<file path="src/rtl/nn_pkg.sv">
// nn_pkg: shared types and defaults for NN-side blocks.
// Sample width, settle time, sequencer states.
package nn_pkg;

  localparam int NN_DW   = 9;
  localparam int NN_HOLD = 9;
  localparam int NN_ID_W = 8;

  typedef enum logic [1:0] {
    LOAD,
    SETTLE,
    RESULT
  } state_t;

  typedef logic signed [NN_DW-1:0] sample_t;

  function automatic int cnt_w(input int n);
    return (n <= 1) ? 1 : $clog2(n);
  endfunction

endpackage

</file>
<file path="src/rtl/nn_settle_timer.sv">
// nn_settle_timer: loadable down-counter.
// done is high while enabled and the count is 0.
module nn_settle_timer #(
  parameter int W = 4
) (
  input  logic         clk,
  input  logic         rst,
  input  logic         clr,
  input  logic         load,
  input  logic [W-1:0] load_val,
  input  logic         en,
  output logic         done
);

  logic [W-1:0] cnt;

  assign done = en && (cnt == '0);

  // clear beats load; counting stops at 0
  always_ff @(posedge clk or posedge rst) begin
    if (rst)
      cnt <= '0;
    else if (clr)
      cnt <= '0;
    else if (load)
      cnt <= load_val;
    else if (en && cnt != '0)
      cnt <= cnt - W'(1);
  end

endmodule

</file>
<file path="src/rtl/nn_vector_sequencer.sv">
// nn_vector_sequencer: gathers 4 samples, commits
// them to the NN, waits, then returns {y1,y0}.
module nn_vector_sequencer
  import nn_pkg::*;
#(
  parameter int DW          = NN_DW,
  parameter int HOLD_CYCLES = NN_HOLD,
  parameter int ID_W        = NN_ID_W
) (
  input  logic                 CLK,
  input  logic                 RST,
  input  logic                 flush,
  input  logic                 in_valid,
  input  logic signed [DW-1:0] in_data,
  output logic                 in_ready,
  output logic signed [DW-1:0] x0,
  output logic signed [DW-1:0] x1,
  output logic signed [DW-1:0] x2,
  output logic signed [DW-1:0] x3,
  input  logic                 nn_y0,
  input  logic                 nn_y1,
  output logic                 out_valid,
  input  logic                 out_ready,
  output logic [1:0]           out_class,
  output logic [ID_W-1:0]      out_id,
  output logic                 busy
);

  localparam int CW = cnt_w(HOLD_CYCLES);

  state_t                state;
  logic [1:0]            idx;
  logic signed [DW-1:0]  shadow [0:2];
  logic [ID_W-1:0]       fcnt;
  logic                  commit;
  logic                  tdone;

  assign in_ready = (state == LOAD);
  assign busy     = (state != LOAD) || (idx != 2'd0);
  assign commit   = in_ready && in_valid &&
                    (idx == 2'd3);

  nn_settle_timer #(
    .W(CW)
  ) u_timer (
    .clk      (CLK),
    .rst      (RST),
    .clr      (flush),
    .load     (commit),
    .load_val (CW'(HOLD_CYCLES - 1)),
    .en       (state == SETTLE),
    .done     (tdone)
  );

  // frame FSM: collect, commit, settle, hand off
  always_ff @(posedge CLK or posedge RST) begin
    if (RST) begin
      state     <= LOAD;
      idx       <= 2'd0;
      shadow    <= '{default: '0};
      x0        <= '0;
      x1        <= '0;
      x2        <= '0;
      x3        <= '0;
      out_valid <= 1'b0;
      out_class <= 2'b00;
      out_id    <= '0;
      fcnt      <= '0;
    end else if (flush) begin
      state     <= LOAD;
      idx       <= 2'd0;
      out_valid <= 1'b0;
    end else begin
      unique case (state)
        LOAD: begin
          if (in_valid) begin
            if (idx == 2'd3) begin
              x0    <= shadow[0];
              x1    <= shadow[1];
              x2    <= shadow[2];
              x3    <= in_data;
              idx   <= 2'd0;
              state <= SETTLE;
            end else begin
              shadow[idx] <= in_data;
              idx         <= idx + 2'd1;
            end
          end
        end
        SETTLE: begin
          if (tdone) begin
            out_class <= {nn_y1, nn_y0};
            out_id    <= fcnt;
            fcnt      <= fcnt + ID_W'(1);
            out_valid <= 1'b1;
            state     <= RESULT;
          end
        end
        RESULT: begin
          if (out_ready) begin
            out_valid <= 1'b0;
            state     <= LOAD;
          end
        end
        default: state <= LOAD;
      endcase
    end
  end

endmodule

</file>
<file path="config.mk">
export PLATFORM = sky130hd
export DESIGN_NAME = nn_vector_sequencer
export DESIGN_NICKNAME = d
export VERILOG_FILES = /design/src/rtl/nn_pkg.sv /design/src/rtl/nn_settle_timer.sv /design/src/rtl/nn_vector_sequencer.sv
export SDC_FILE = /design/constraint.sdc
export NUM_CORES = 1
export LEC_CHECK = 0
export CAP_MARGIN = 30
export CORE_UTILIZATION = 50
export CTS_CLUSTER_DIAMETER = 100
export DETAILED_ROUTE_END_ITERATION = 7
export PLACE_DENSITY = 0.74
export SLEW_MARGIN = 30
export SYNTH_ARGS = -nofsm -noshare
export SYNTH_HDL_FRONTEND = slang
export SYNTH_HIERARCHICAL = 1
export SYNTH_SLANG_ARGS = --single-unit
</file>
<file path="constraint.sdc">
create_clock -name CLK -period 4.4 [get_ports CLK]
set_clock_uncertainty 0.15 [all_clocks]
set_input_delay 1.1 -clock CLK [delete_from_list [all_inputs] [get_ports CLK]]
set_output_delay 1.1 -clock CLK [all_outputs]
set_load 0.05 [all_outputs]
</file>
Yosys cells after proc, flatten, opt, wreduce, memory -nomap -nowiden

Index checks and enable logic that the tools add are counted.

Word-level logic and storage cells: 70
Register bits after elaboration: 90
Input bits: 16

Add/sub/neg operators: 3
Multiplexer cells: 20
Eq/ne operators: 7
Bitwise operators: 3
Order comparisons: 2
Reduce and logical (&&, ||, !) cells: 21

Operator list:

| kind                  | number |
|---|---|
| $bwmux W27            | 1 |
| $demux W9 S2          | 1 |
| $mux W2               | 9 |
| $mux W4               | 3 |
| $reduce_and A4 Y1     | 3 |
| $mux W9               | 1 |
| $ne A3 B3 Y1 const B  | 3 |
| $add A8 B1 Y8 const B | 1 |
| $reduce_bool A2 Y1    | 4 |
| $pmux W2 S3           | 1 |
| $reduce_and A3 Y1     | 2 |
| $reduce_bool A3 Y1    | 2 |
| $logic_and A1 B1 Y1   | 5 |
| $eq A2 B2 Y1 const B  | 2 |
| $logic_not A4 Y1      | 1 |
| $reduce_bool A4 Y1    | 1 |
| $sub A4 B1 Y4 const B | 1 |
| $ge A3 B3 Y1 const B  | 1 |
| $lt A3 B1 Y1 const B  | 1 |
| $mux W1               | 3 |
| $ne A3 B2 Y1 const B  | 1 |
| $not A2 Y3            | 1 |
| $add A2 B1 Y2 const B | 1 |
| $eq A2 B1 Y1 const B  | 1 |
| other kinds (5)       | 6 |

Logic depth before layout (Yosys ltp)

Depth in word-level cells: 6
Depth in mapped cells: 10
Mapped depth without buffers: 7

Cells and area by module

Netlist, hierarchy kept.

By module, submodules not included:

| module              | times used | cells each | area an instance (sq um) |
|---|---|---|---|
| nn_vector_sequencer | 1          | 246        | 3579.7 |
| nn_settle_timer     | 1          | 32         | 294.0 |

Worst setup path after synthesis

No wires, ideal clock.

Path kind: register -> output
Start point: register state[0]
End point: output busy
Cell stages (with the launch flop): 4
Buffers on the path: 1
Path slack: 1.410 ns
Required time: 3.150 ns
Arrival time: 1.740 ns
Cells stage by stage: dfrtp_1 -> buf_6 -> nor2_1 -> nand2_1

Cells in the longest elaborated chain, start to end: 2

Ends and longest elaborated chain:

| item                   | line                      | text |
|---|---|---|
| start, declared        | nn_vector_sequencer.sv:31 | `state_t state;` |
| start signal, assigned | nn_vector_sequencer.sv:58 | `state <= LOAD;` |
| start signal, assigned | nn_vector_sequencer.sv:70 | `state <= LOAD;` |
| start signal, assigned | nn_vector_sequencer.sv:83 | `state <= SETTLE;` |
| $reduce_bool A2 Y1     | nn_vector_sequencer.sv:39 | `assign busy = (state != LOAD) \|\| (idx != 2'd0);` |
| $logic_or A1 B1 Y1     | nn_vector_sequencer.sv:39 |  |
| end, declared          | nn_vector_sequencer.sv:26 | `output logic busy` |

Every way passes these cells.

Worst setup path in the final report

Start point: register idx[0]
End point: output busy

Cells in the longest elaborated chain, start to end: 2

Ends and longest elaborated chain:

| item                   | line                      | text |
|---|---|---|
| start, declared        | nn_vector_sequencer.sv:32 | `logic [1:0] idx;` |
| start signal, assigned | nn_vector_sequencer.sv:86 | `idx <= idx + 2'd1;` |
| $reduce_bool A2 Y1     | nn_vector_sequencer.sv:39 |  |
| $logic_or A1 B1 Y1     | nn_vector_sequencer.sv:39 |  |

Every way passes these cells.

==> results.json <==
{
  "fin_tns_setup_ns": 0,
  "cap_violations": 0,
  "dp_slack_ns": 1.04,
  "p_leak_nw": 2.30,
  "drt-initial-drc-count": 67,
  "place_area_um2": 4580,
  "async_reset_ff_share_pct": 100,
  "crit_fanout": 5,
  "wl_mm": 6.71,
  "htree_num_levels": 3,
  "initial_core_util_pct": 52.6,
  "clock_path_buffers": 2,
  "worst_pin_slew_ns": 0.564,
  "rsz0062_at_grt": "no",
  "num-fill-cells": 556,
  "hp-class": "reg -> reg",
  "cp_cell_sequence": "inv_1, ha_1, nand2_1, clkdlybuf4s50_1",
  "fmax_ghz": 0.312,
  "slowest_stage": "clkdlybuf4s50_1",
  "overflow": 0,
  "die_x_um": 90.0,
  "rows": 31,
  "ys_warn_count": 6,
  "finalWorstSetupSlack_ns": 1.19,
  "ir_worst_vdd_v": 0.000296,
  "slew_viol_final": 0,
  "path_buf_inv": 2,
  "dr.pass1.iters": 4,
  "clock_sinks": 90,
  "drive_gt1_share_pct": 26.2,
  "cts_resized": 0,
  "synth_cells": 278,
  "crit_family": "buffers and inverters",
  "layout.nets": 373,
  "p_per_area_nw_per_um2": 442,
  "postRouteAntennaNets": 0,
  "worstSetupStartpointType": "register",
  "power.total_mw": 2.10,
  "hpwl_mm": 4.46,
  "port_buffers": 64,
  "ys_types": 38,
  "die_h_um": 90.0,
  "drc": 0,
  "hold_viol": 0,
  "ios": 65,
  "cts_tree": "built",
  "ys.flop_type": "dfrtp_1",
  "period_share_pct": 72.9,
  "cts_root_buf": "clkbuf_8",
  "min_period_ns": 3.21,
  "grt_pass1_wl_mm": 11.4,
  "area_growth_pct": 22.8,
  "fin_area_um2": 4760,
  "max_stage_delay_ns": 0.80,
  "crit_arrival_ns": 1.96,
  "ys_ff_latch": 90,
  "syn-cell-area_um2": 3870,
  "relSlewSlack_pct": 62.3,
  "synth_area_per_cell_um2": 13.9,
  "setup_viol": 0,
  "diodes": 0,
  "end_kind": "output port",
  "avgRoutedWirePerCell_um": 14.8,
  "antenna_found_initial": 0,
  "num_vias": 2277,
  "grt_max_degree": 64,
  "clock_latency_ns": 0.35,
  "required_ns": 3.15,
  "synth_edf_count": 0,
  "numCtsBuffers": 9,
  "coreArea_um2": 7370,
  "vias_per_cell": 5.02,
  "grtUsageTotal_pct": 18.0,
  "criticalPathCategory": "reg -> out",
  "grt_pass1_vias": 2307,
  "ys_seq_area_share_pct": 58.1,
  "finalWeightedCongestion": 0.737,
  "whs_ns": 0.327,
  "path_clk_slew_ns": 0.08,
  "post_cts_buffers": 0,
  "dieArea_um2": 8100,
  "postCtsHoldBufs": 0,
  "status": "finished, final reports clean"
}
[cells by family after synthesis]
logic type      count (synthesis)  share of synthesized area [%]
compound gates                 11                           2.26
simple gates                   75                           9.88
buf+inv                        20                           3.78
other cells                     2                          0.194
mux                            66                           21.9
fa+ha+maj                       7                           2.26
xor+xnor                        7                           1.58
flops                          90                           58.1
[worst register-to-register path: stages, from the launching register on]
cell       delay, ns
dfrtp_1         0.51
inv_1           0.10
nor2_1          0.39
inv_1           0.08
nor3b_1         0.46
nand4bb_1       0.17
buf_4           0.23
nor4_1          0.38
xor2_1          0.19
[worst paths after layout]
| kind | slack, ns | start | depth (start not counted) | end |
|---|---|---|---|---|
| min | 0.33 | fcnt[7] | 1 | fcnt[7] |
| max reg2reg | 1.68 | state[0] | 8 | fcnt[7] |
| max | 1.19 | idx[0] | 4 | busy |
| min reg2reg | 0.33 | fcnt[7] | 1 | fcnt[7] |
| max in group asynchronous | 2.45 | RST | 3 | x2[4] |
| min in group asynchronous | 0.88 | RST | 2 | u_timer/cnt[1] |
[stage by stage]
stage / std cells / utilization [%]
2_1_floorplan: 280 / -
3_3_place_gp: 438 / 62.1
3_5_place_dp: 438 / 62.1
4_1_cts: 454 / 64.6
5_1_grt: 454 / 64.6
6_report: 454 / 64.6
[layout make-up]
| class | count | area [um^2] | area share (%) |
|---|---|---|---|
| clock buffers | 11 | 141 | 2.97 |
| clock inverters | 5 | 37.5 | 0.789 |
| inverters | 10 | 42.5 | 0.894 |
| multi-input cells | 170 | 1480 | 31.2 |
| flip-flops and latches | 90 | 2250 | 47.3 |
| well taps | 99 | 124 | 2.60 |
| repair buffers | 69 | 678 | 14.3 |
[flip-flops by register name, indices dropped and copies added (netlist names)]
name and flops:
fcnt 8, x2 9, shadow 27, x0 9, u_timer/cnt 4, state 2
out_class 2, x3 9, idx 2, out_id 8, x1 9, out_valid 1
[cells in the mapped netlist (2+ instances only)]
cell      count  share of area, %
nand4_1       2              0.32
a21oi_1       3              0.39
clkbuf_1      4              0.39
buf_6         3              0.87
nand2_1      40               3.9
xor2_1        4              0.90
nand3_2       2              0.52
conb_1        2              0.19
mux2_2       34               9.9
dfrtp_1      90                58
nor3_1        3              0.39
buf_12        3               1.6
nor2b_1       2              0.32
nor3b_1       3              0.58
inv_1        10              0.97
ha_1          7               2.3
mux2_4       29                11
mux2i_1       3              0.78
nor2_1       11               1.1
xnor2_1       3              0.68
nand3_1       3              0.39
[routing by layer]
layer,share of wire [%],GRT usage (%)
met4,1.8,7.26
met5,0,0
met2,47,27.9
met1,47,24.1
met3,4.2,4.65
[report_power, final]
group | switching [mW] | total [mW] | internal [mW]
combinational | 0.306 | 0.553 | 0.248
sequential | 0.0771 | 1.04 | 0.967
clock | 0.284 | 0.507 | 0.223
[placed cells by master, fill, tap and decap left out, types with 2 or more instances in the layout]
master,Yosys,layout
mux2_4,29,29
nand4_1,2,2
a21oi_1,3,3
clkbuf_8,0,10
nand3_1,3,3
conb_1,2,4
ha_1,7,7
clkinvlp_4,0,2
nor3b_1,3,3
clkdlybuf4s50_1,0,64
nand2_1,40,40
mux2_2,34,34
xnor2_1,3,3
dfrtp_1,90,90
xor2_1,4,4
nor2b_1,2,2
nand3_2,2,2
inv_1,10,9
mux2i_1,3,3
nor2_1,11,11
clkinv_4,0,2
buf_4,0,5
nor3_1,3,3
(Power assumes the default switching activity.)
